==> src/rtl/seven_seg_mux.sv <==
// seven_seg_mux: multiplexed 7-segment driver with frame-synced updates, dead time,
// leading-zero blanking and PWM brightness.
module seven_seg_mux #(
    parameter int DIGITS   = 4,
    parameter int DEAD     = 4,
    parameter int BRIGHT_W = 4
) (
    input  logic                  clk,
    input  logic                  rst,
    input  logic [DIGITS-1:0]     sel,
    input  logic [4*DIGITS-1:0]   value,
    input  logic [DIGITS-1:0]     dp_in,
    input  logic                  load,
    input  logic                  blank_lz,
    input  logic [BRIGHT_W-1:0]   brightness,
    output logic                  pending,
    output logic [6:0]            seg_n,
    output logic                  dp_n,
    output logic [DIGITS-1:0]     an_n
);
    localparam int CW = $clog2(DEAD + 2);
    localparam int IW = DIGITS > 1 ? $clog2(DIGITS) : 1;

    logic [DIGITS-1:0]   sel_q, buf_dp, act_dp, dp_d;
    logic [4*DIGITS-1:0] buf_v, act_v, act_d;
    logic [CW-1:0]       dcnt, dcnt_d;
    logic [BRIGHT_W-1:0] pwm;
    logic [IW-1:0]       idx;
    logic [3:0]          nib;
    logic [6:0]          pat;
    logic                change, frame, valid, on, lz;

    always_comb begin
        change = sel != sel_q;
        frame  = change & sel[DIGITS-1];
        // a load coinciding with the frame boundary bypasses the pending buffer
        act_d  = frame ? (load ? value : buf_v) : act_v;
        dp_d   = frame ? (load ? dp_in : buf_dp) : act_dp;
        dcnt_d = change ? CW'(DEAD) : (dcnt != '0 ? dcnt - 1'b1 : dcnt);
        valid  = $onehot(sel);
        idx    = '0;
        for (int i = 0; i < DIGITS; i++)
            if (sel[i]) idx = IW'(i);
        nib = act_d[4*idx +: 4];
        lz  = blank_lz && idx != '0;
        for (int i = 0; i < DIGITS; i++)
            if (i >= int'(idx) && act_d[4*i +: 4] != 4'h0) lz = 1'b0;
        case (nib)
            4'h0: pat = 7'h3F;
            4'h1: pat = 7'h06;
            4'h2: pat = 7'h5B;
            4'h3: pat = 7'h4F;
            4'h4: pat = 7'h66;
            4'h5: pat = 7'h6D;
            4'h6: pat = 7'h7D;
            4'h7: pat = 7'h07;
            4'h8: pat = 7'h7F;
            4'h9: pat = 7'h6F;
            4'hA: pat = 7'h77;
            4'hB: pat = 7'h7C;
            4'hC: pat = 7'h39;
            4'hD: pat = 7'h5E;
            4'hE: pat = 7'h79;
            default: pat = 7'h71;
        endcase
        on = valid && dcnt_d == '0 && (&brightness || pwm < brightness);
    end

    always_ff @(posedge clk) begin
        if (rst) begin
            sel_q   <= '0;
            buf_v   <= '0;
            buf_dp  <= '0;
            act_v   <= '0;
            act_dp  <= '0;
            dcnt    <= '0;
            pwm     <= '0;
            pending <= 1'b0;
            seg_n   <= 7'h7F;
            dp_n    <= 1'b1;
            an_n    <= '1;
        end else begin
            sel_q   <= sel;
            act_v   <= act_d;
            act_dp  <= dp_d;
            dcnt    <= dcnt_d;
            pwm     <= pwm + 1'b1;
            pending <= frame ? 1'b0 : (load ? 1'b1 : pending);
            if (load) begin
                buf_v  <= value;
                buf_dp <= dp_in;
            end
            seg_n <= (valid && !lz) ? ~pat : 7'h7F;
            dp_n  <= ~(valid & dp_d[idx]);
            an_n  <= on ? ~sel : '1;
        end
    end
endmodule

==> config.mk <==
export PLATFORM = sky130hd
export DESIGN_NAME = seven_seg_mux
export DESIGN_NICKNAME = d
export VERILOG_FILES = /design/src/rtl/seven_seg_mux.sv
export SDC_FILE = /design/constraint.sdc
export NUM_CORES = 1
export LEC_CHECK = 0
export BUFFER_PORTS_ARGS = -buffer_cell sky130_fd_sc_hd__buf_2
export CORE_UTILIZATION = 39
export CTS_BUF_LIST = sky130_fd_sc_hd__clkbuf_8
export CTS_CLUSTER_DIAMETER = 50
export DETAILED_ROUTE_END_ITERATION = 8
export GPL_ROUTABILITY_DRIVEN = 0
export SYNTH_ARGS = -nofsm -noshare
export SYNTH_HDL_FRONTEND = slang
export SYNTH_SLANG_ARGS = --single-unit
==> constraint.sdc <==
create_clock -name clk -period 2.04 [get_ports clk]
set_input_delay 0.102 -clock clk [delete_from_list [all_inputs] [get_ports clk]]
set_output_delay 0.102 -clock clk [all_outputs]
set_load 0.1 [all_outputs]
Word level (Yosys, flattened, before mapping) --
Memory sizes are Yosys's and may differ from the RTL's. Index checks and enable logic that the tools add are counted.
Cells by class: add/sub/neg operators 5, magnitude comparators 5, eq/ne operators 2, shift-type cells 1, multiplexer cells 15, bitwise operators 7, reductions and logical operators 20
Operators by type and width (count):
- $mux W16 | 2
- $reduce_bool A4 Y1 | 4
- $shiftx A16 B5 Y4 | 1
- $mux W4 | 2
- $logic_and A1 B1 Y1 | 7
- $not A7 Y7 | 1
- $mux W1 | 6
- $mux W3 | 2
- $reduce_or A2 Y1 | 3
- $add A1 B1 Y2 | 2
- $add A4 B1 Y4 const B | 1
- $ge A1 B2 Y1 const A | 2
- $lt A4 B4 Y1 | 1
- $mux W2 | 2
- $ne A4 B4 Y1 | 1
- $not A4 Y4 | 1
- $reduce_and A4 Y1 | 1
- $add A2 B2 Y3 | 1
- $eq A3 B1 Y1 const B | 1
- $logic_not A3 Y1 | 1
- $lt A2 B3 Y1 const B | 1
- $not A1 Y1 | 3
- $reduce_bool A3 Y1 | 1
- $sub A3 B1 Y3 const B | 1
- other kinds (6) | 7
Storage, ports and cells: register bits 64, memory bits (read-only) 112, output and inout port bits 13, memories kept 1
Memories:
- (name not given) | words 16, width 7, read ports 1, clocked after Yosys merged registers in 0, write ports 0, RTL line 48 | case (nib)

Depth between registers and ports, before layout --
depth in word-level cells 13, gate-level depth with buffers 10

Worst setup path after synthesis --
No wires, ideal clock.
path kind input to register, start in sel[1], end reg an_n[0], library setup time 0.123 ns, data arrival time 2.078 ns, data required time 1.917 ns, setup slack -0.160 ns, cell stages on the path 10, buffers on the path 1, path through buf_6 > inv_1 > fa_1 > inv_1 > ha_1 > ha_1 > nor4b_1 > nand3_1 > a21oi_1 > nand2_1
Between the ends: cells in the longest elaborated chain, start to end 7, elaborated cells on any way between the ends 10, classes of those cells 2 x add/sub; 2 x eq/ne; 1 x mux; 1 x bitwise; 4 x reduce/logical
Ends and longest elaborated chain:
- start: declaration | RTL line 10 | input logic [DIGITS-1:0] sel,
- $add A1 B1 Y2 (not written as such) / $ne A4 B4 Y1 (equally long branches) | RTL line 40, 34
- $add A2 B2 Y3 (not written as such) / $mux W3 (equally long branches) | RTL line 40, 39
- $eq A3 B1 Y1 / $logic_not A3 Y1 (equally long branches) | RTL line 40, 66
- $logic_and A1 B1 Y1 (*) (2 in series) | RTL line 66 | on = valid && dcnt_d == '0 && (&brightness || pwm < brightness);
- $not A1 Y1 (no source line) (*)
- $reduce_or A2 Y1 (no source line) (*)
- end signal: assignment | RTL line 95 | an_n <= on ? ~sel : '1;
- end: declaration | RTL line 19 | output logic [DIGITS-1:0] an_n
Mark *: on every way between the ends. The rest lies on a longest branch, timed or not. A chain may end at the register's enable or synchronous reset.

Worst setup path in the final report --
start reg sel_q[0], end reg seg_n[3]
Between the ends: cells in the longest elaborated chain, start to end 13, elaborated cells on any way between the ends 21, classes of those cells 1 x eq/ne; 1 x shift; 5 x mux; 3 x bitwise; 10 x reduce/logical; 1 x memory
Ends and longest elaborated chain:
- start: declaration | RTL line 24 | logic [DIGITS-1:0] sel_q, buf_dp, act_dp, dp_d;
- start signal: assignment | RTL line 83 | sel_q <= sel;
- $ne A4 B4 Y1 (*) | RTL line 34 | change = sel != sel_q;
- $and A1 B1 Y1 (*) | RTL line 35 | frame = change & sel[DIGITS-1];
- $mux W16 (*) | RTL line 37 | act_d = frame ? (load ? value : buf_v) : act_v;
- parallel branches: the longest is 10 deep, another holds $mem_v2 Z16 W7
- end signal: assignment | RTL line 93 | seg_n <= (valid && !lz) ? ~pat : 7'h7F;
- end: declaration | RTL line 17 | output logic [6:0] seg_n,
Mark *: on every way between the ends.

==> flow_summary.json <==
{
  "status": "completed",
  "fin_skew_ns": 0.00905,
  "core_mm2": 0.00721,
  "synthArstFlopShare_pct": 0,
  "yosysWarnings": 0,
  "synth.avg_cell_area_um2": 9.69,
  "cts-htree-levels": 3,
  "yosys_register_bits": 64,
  "post_cts_buffers": 0,
  "rsz0062_at_grt": "no",
  "whs_path_depth": 3,
  "grt_usage_pct": 16.4,
  "fmax_ghz": 0.521,
  "synth_cell_types": 45,
  "cts_tree": "done",
  "drc_errors": 0,
  "cts-hold-fix-buffers": 0,
  "io_buffers": 44,
  "drive_gt1_share_pct": 27.6,
  "reg2reg_to": "seg_n[3]$_SDFF_PP1_",
  "postRouteAntennaNets": 0,
  "die_w_um": 88.3,
  "vdd_ir_drop_max_mv": 0.462,
  "seq_area_frac_synth_pct": 44.1,
  "rows": 31,
  "cts_buffer_depth": 2,
  "clock-root-buffer": "clkbuf_8",
  "crit_path_max_incr_delay_ns": 0.31,
  "startpoint_type": "register",
  "num-nets-final": 405,
  "dpl_cell_area_mm2": 0.00329,
  "drt_iter0_drc": 62,
  "final_cell_area_mm2": 0.00353,
  "required_ns": 2.26,
  "r2r-start": "sel_q[0]$_SDFF_PP0_",
  "cp-end-kind": "register",
  "antenna_found_initial": 0,
  "powerDensity_mw_per_mm2": 904,
  "regToRegSetupSlack_ns": 0.12,
  "setup_viol": 0,
  "start_util_pct": 40.3,
  "layout.cells.most_common": "dfxtp_1",
  "vias": 2198,
  "dp.cells": 445,
  "grt_pass1_wl_um": 9560,
  "crit_buf_inv": 3,
  "power_w": 0.00319,
  "synth_cells": 300,
  "critPathMaxFanout": 5,
  "clk_pin_slew_ns": 0.08,
  "worstPathCellList": "xnor2_1 > nand4_1 > o221ai_1 > buf_4 > inv_1 > ha_1 > inv_1 > nor2_1 > o221ai_1",
  "drv_cap": 0,
  "dp_hpwl_um": 4110,
  "wl_um": 5710,
  "fill_cells": 722,
  "holdWs_ns": 0.0176,
  "synth.net_count": 348,
  "insertion_delay_ns": 0.34,
  "area_delta_synth_final_pct": 21.5,
  "hold_viol_final": 0,
  "tightest_slew_ns": 0.535,
  "cts-resized-gates": 0,
  "period_minus_slack_ns": 1.92,
  "die-area_mm2": 0.00780,
  "reg2reg_depth": 9,
  "worstHoldPathType": "in2reg",
  "grt_pass1_vias": 2095,
  "relSlewSlack_pct": 64.3,
  "totalNegativeSetupSlack_ns": 0,
  "ioPinCount": 45,
  "report.final.slew_viol_count": 0,
  "synth_edf_count": 0,
  "critical_path_class": "reg2reg",
  "layout.cells.non_filler": 461,
  "ys.flop_type": "dfxtp_1",
  "layout_common_cells": "dfxtp_1, nor2_1, buf_2, mux2i_1",
  "grt_max_degree": 53,
  "critPathArrivalTime_ns": 2.14,
  "cts_sinks": 64,
  "dr.pass1.iters": 4,
  "numCtsBuffers": 9,
  "die_h_um": 88.3,
  "period_share_pct": 94.1,
  "power_leakage_nw": 1.56,
  "grt_overflow": 0,
  "diodes": 0,
  "min_from": "sel[1]",
  "syn_area_mm2": 0.00291,
  "wire_per_inst_um": 12.4,
  "hold_end": "sel_q[1]$_SDFF_PP0_",
  "cp_slowest_cell": "dfxtp_1",
  "vias_per_cell": 4.77,
  "cpLargestDelayFamily": "simple AND/OR/NAND/NOR gates"
}
[how the worst max path moves through the flow]
stage | slack [ns] | cells after the start | end | start
floorplan | 0.005 | 9 | seg_n[6]$_SDFF_PP1_ | sel[3]
global placement | -0.10 | 10 | seg_n[4]$_SDFF_PP1_ | sel[0]
detailed placement | -0.15 | 10 | seg_n[3]$_SDFF_PP1_ | sel[0]
CTS | 0.12 | 10 | seg_n[5]$_SDFF_PP1_ | sel_q[0]$_SDFF_PP0_
global route | 0.01 | 10 | seg_n[5]$_SDFF_PP1_ | sel_q[0]$_SDFF_PP0_
finish | 0.12 | 9 | seg_n[3]$_SDFF_PP1_ | sel_q[0]$_SDFF_PP0_
[cell usage after synthesis (4+ instances only)]
cell	number	area [um2]
dfxtp_1	64	1280
o221ai_1	7	61.3
nor2_1	54	203
inv_1	16	60.1
nor3_1	4	20.0
mux2i_1	26	260
nand2_1	16	60.1
a21oi_1	7	35.0
ha_1	15	188
clkbuf_1	8	30.0
xnor2_1	4	35.0
a211oi_1	20	150
buf_2	5	25.0
o21ai_0	5	25.0
[per-stage QoR]
stage / util [%] / setup WS [ns]
global placement: 45.7 / -0.102
finish: 48.9 / 0.121
detailed placement: 45.7 / -0.148
floorplan: - / 0.00486
global route: 48.9 / 0.0101
CTS: 48.8 / 0.122
[where the power goes]
group          switching (W)  internal [W]  total (W)
Combinational       0.000361      0.000222   0.000583
Sequential         0.0000386       0.00133    0.00137
Clock               0.000511      0.000727    0.00124
Total               0.000911       0.00228    0.00319
[state kept, by name, summed over array words and instances, names as in the netlist, 3 cells and up]
register,count
act_dp,4
act_v,16
an_n,4
buf_dp,4
buf_v,16
dcnt,3
pwm,4
seg_n,7
sel_q,4
[tightest hold or removal path, delay by kind of cell]
kind                   cells  cell delay, ns
buffers and inverters      2            0.17
AND/OR/NAND/NOR            1            0.04
[area by class of cell]
cell class	count	area [um2]	share of cell area, %
sequential	64	1280	36.3
tap	99	124	3.51
timing repair buffer	64	370	10.5
clock inverter	6	91.3	2.59
clock buffer	10	138	3.90
inverter	18	70.1	1.98
multi-input combinational	200	1460	41.2
[routing by layer]
metal	vias up	wire length (um)	global-route usage [%]	part of all wire (%)
met2	44	2510	25.0	44
met5	-	0	0	0
li1	1159	-	-	-
met4	0	87	8.65	1.5
met1	989	2890	21.3	51
met3	6	224	4.10	3.9
[cells by family (layout without fill, tap and decap cells)]
family,Yosys count,in the layout,share of synthesized area (%)
AND/OR/NAND/NOR,93,93,14.0
flip-flops,64,64,44.1
AO/OA/AOI/OAI,56,56,16.1
buffers and inverters,36,98,6.41
multiplexers,28,28,9.86
adder cells (fa/ha/maj),16,16,7.15
XOR/XNOR,7,7,2.37
Note: power is estimated with default switching activity, not from simulation.
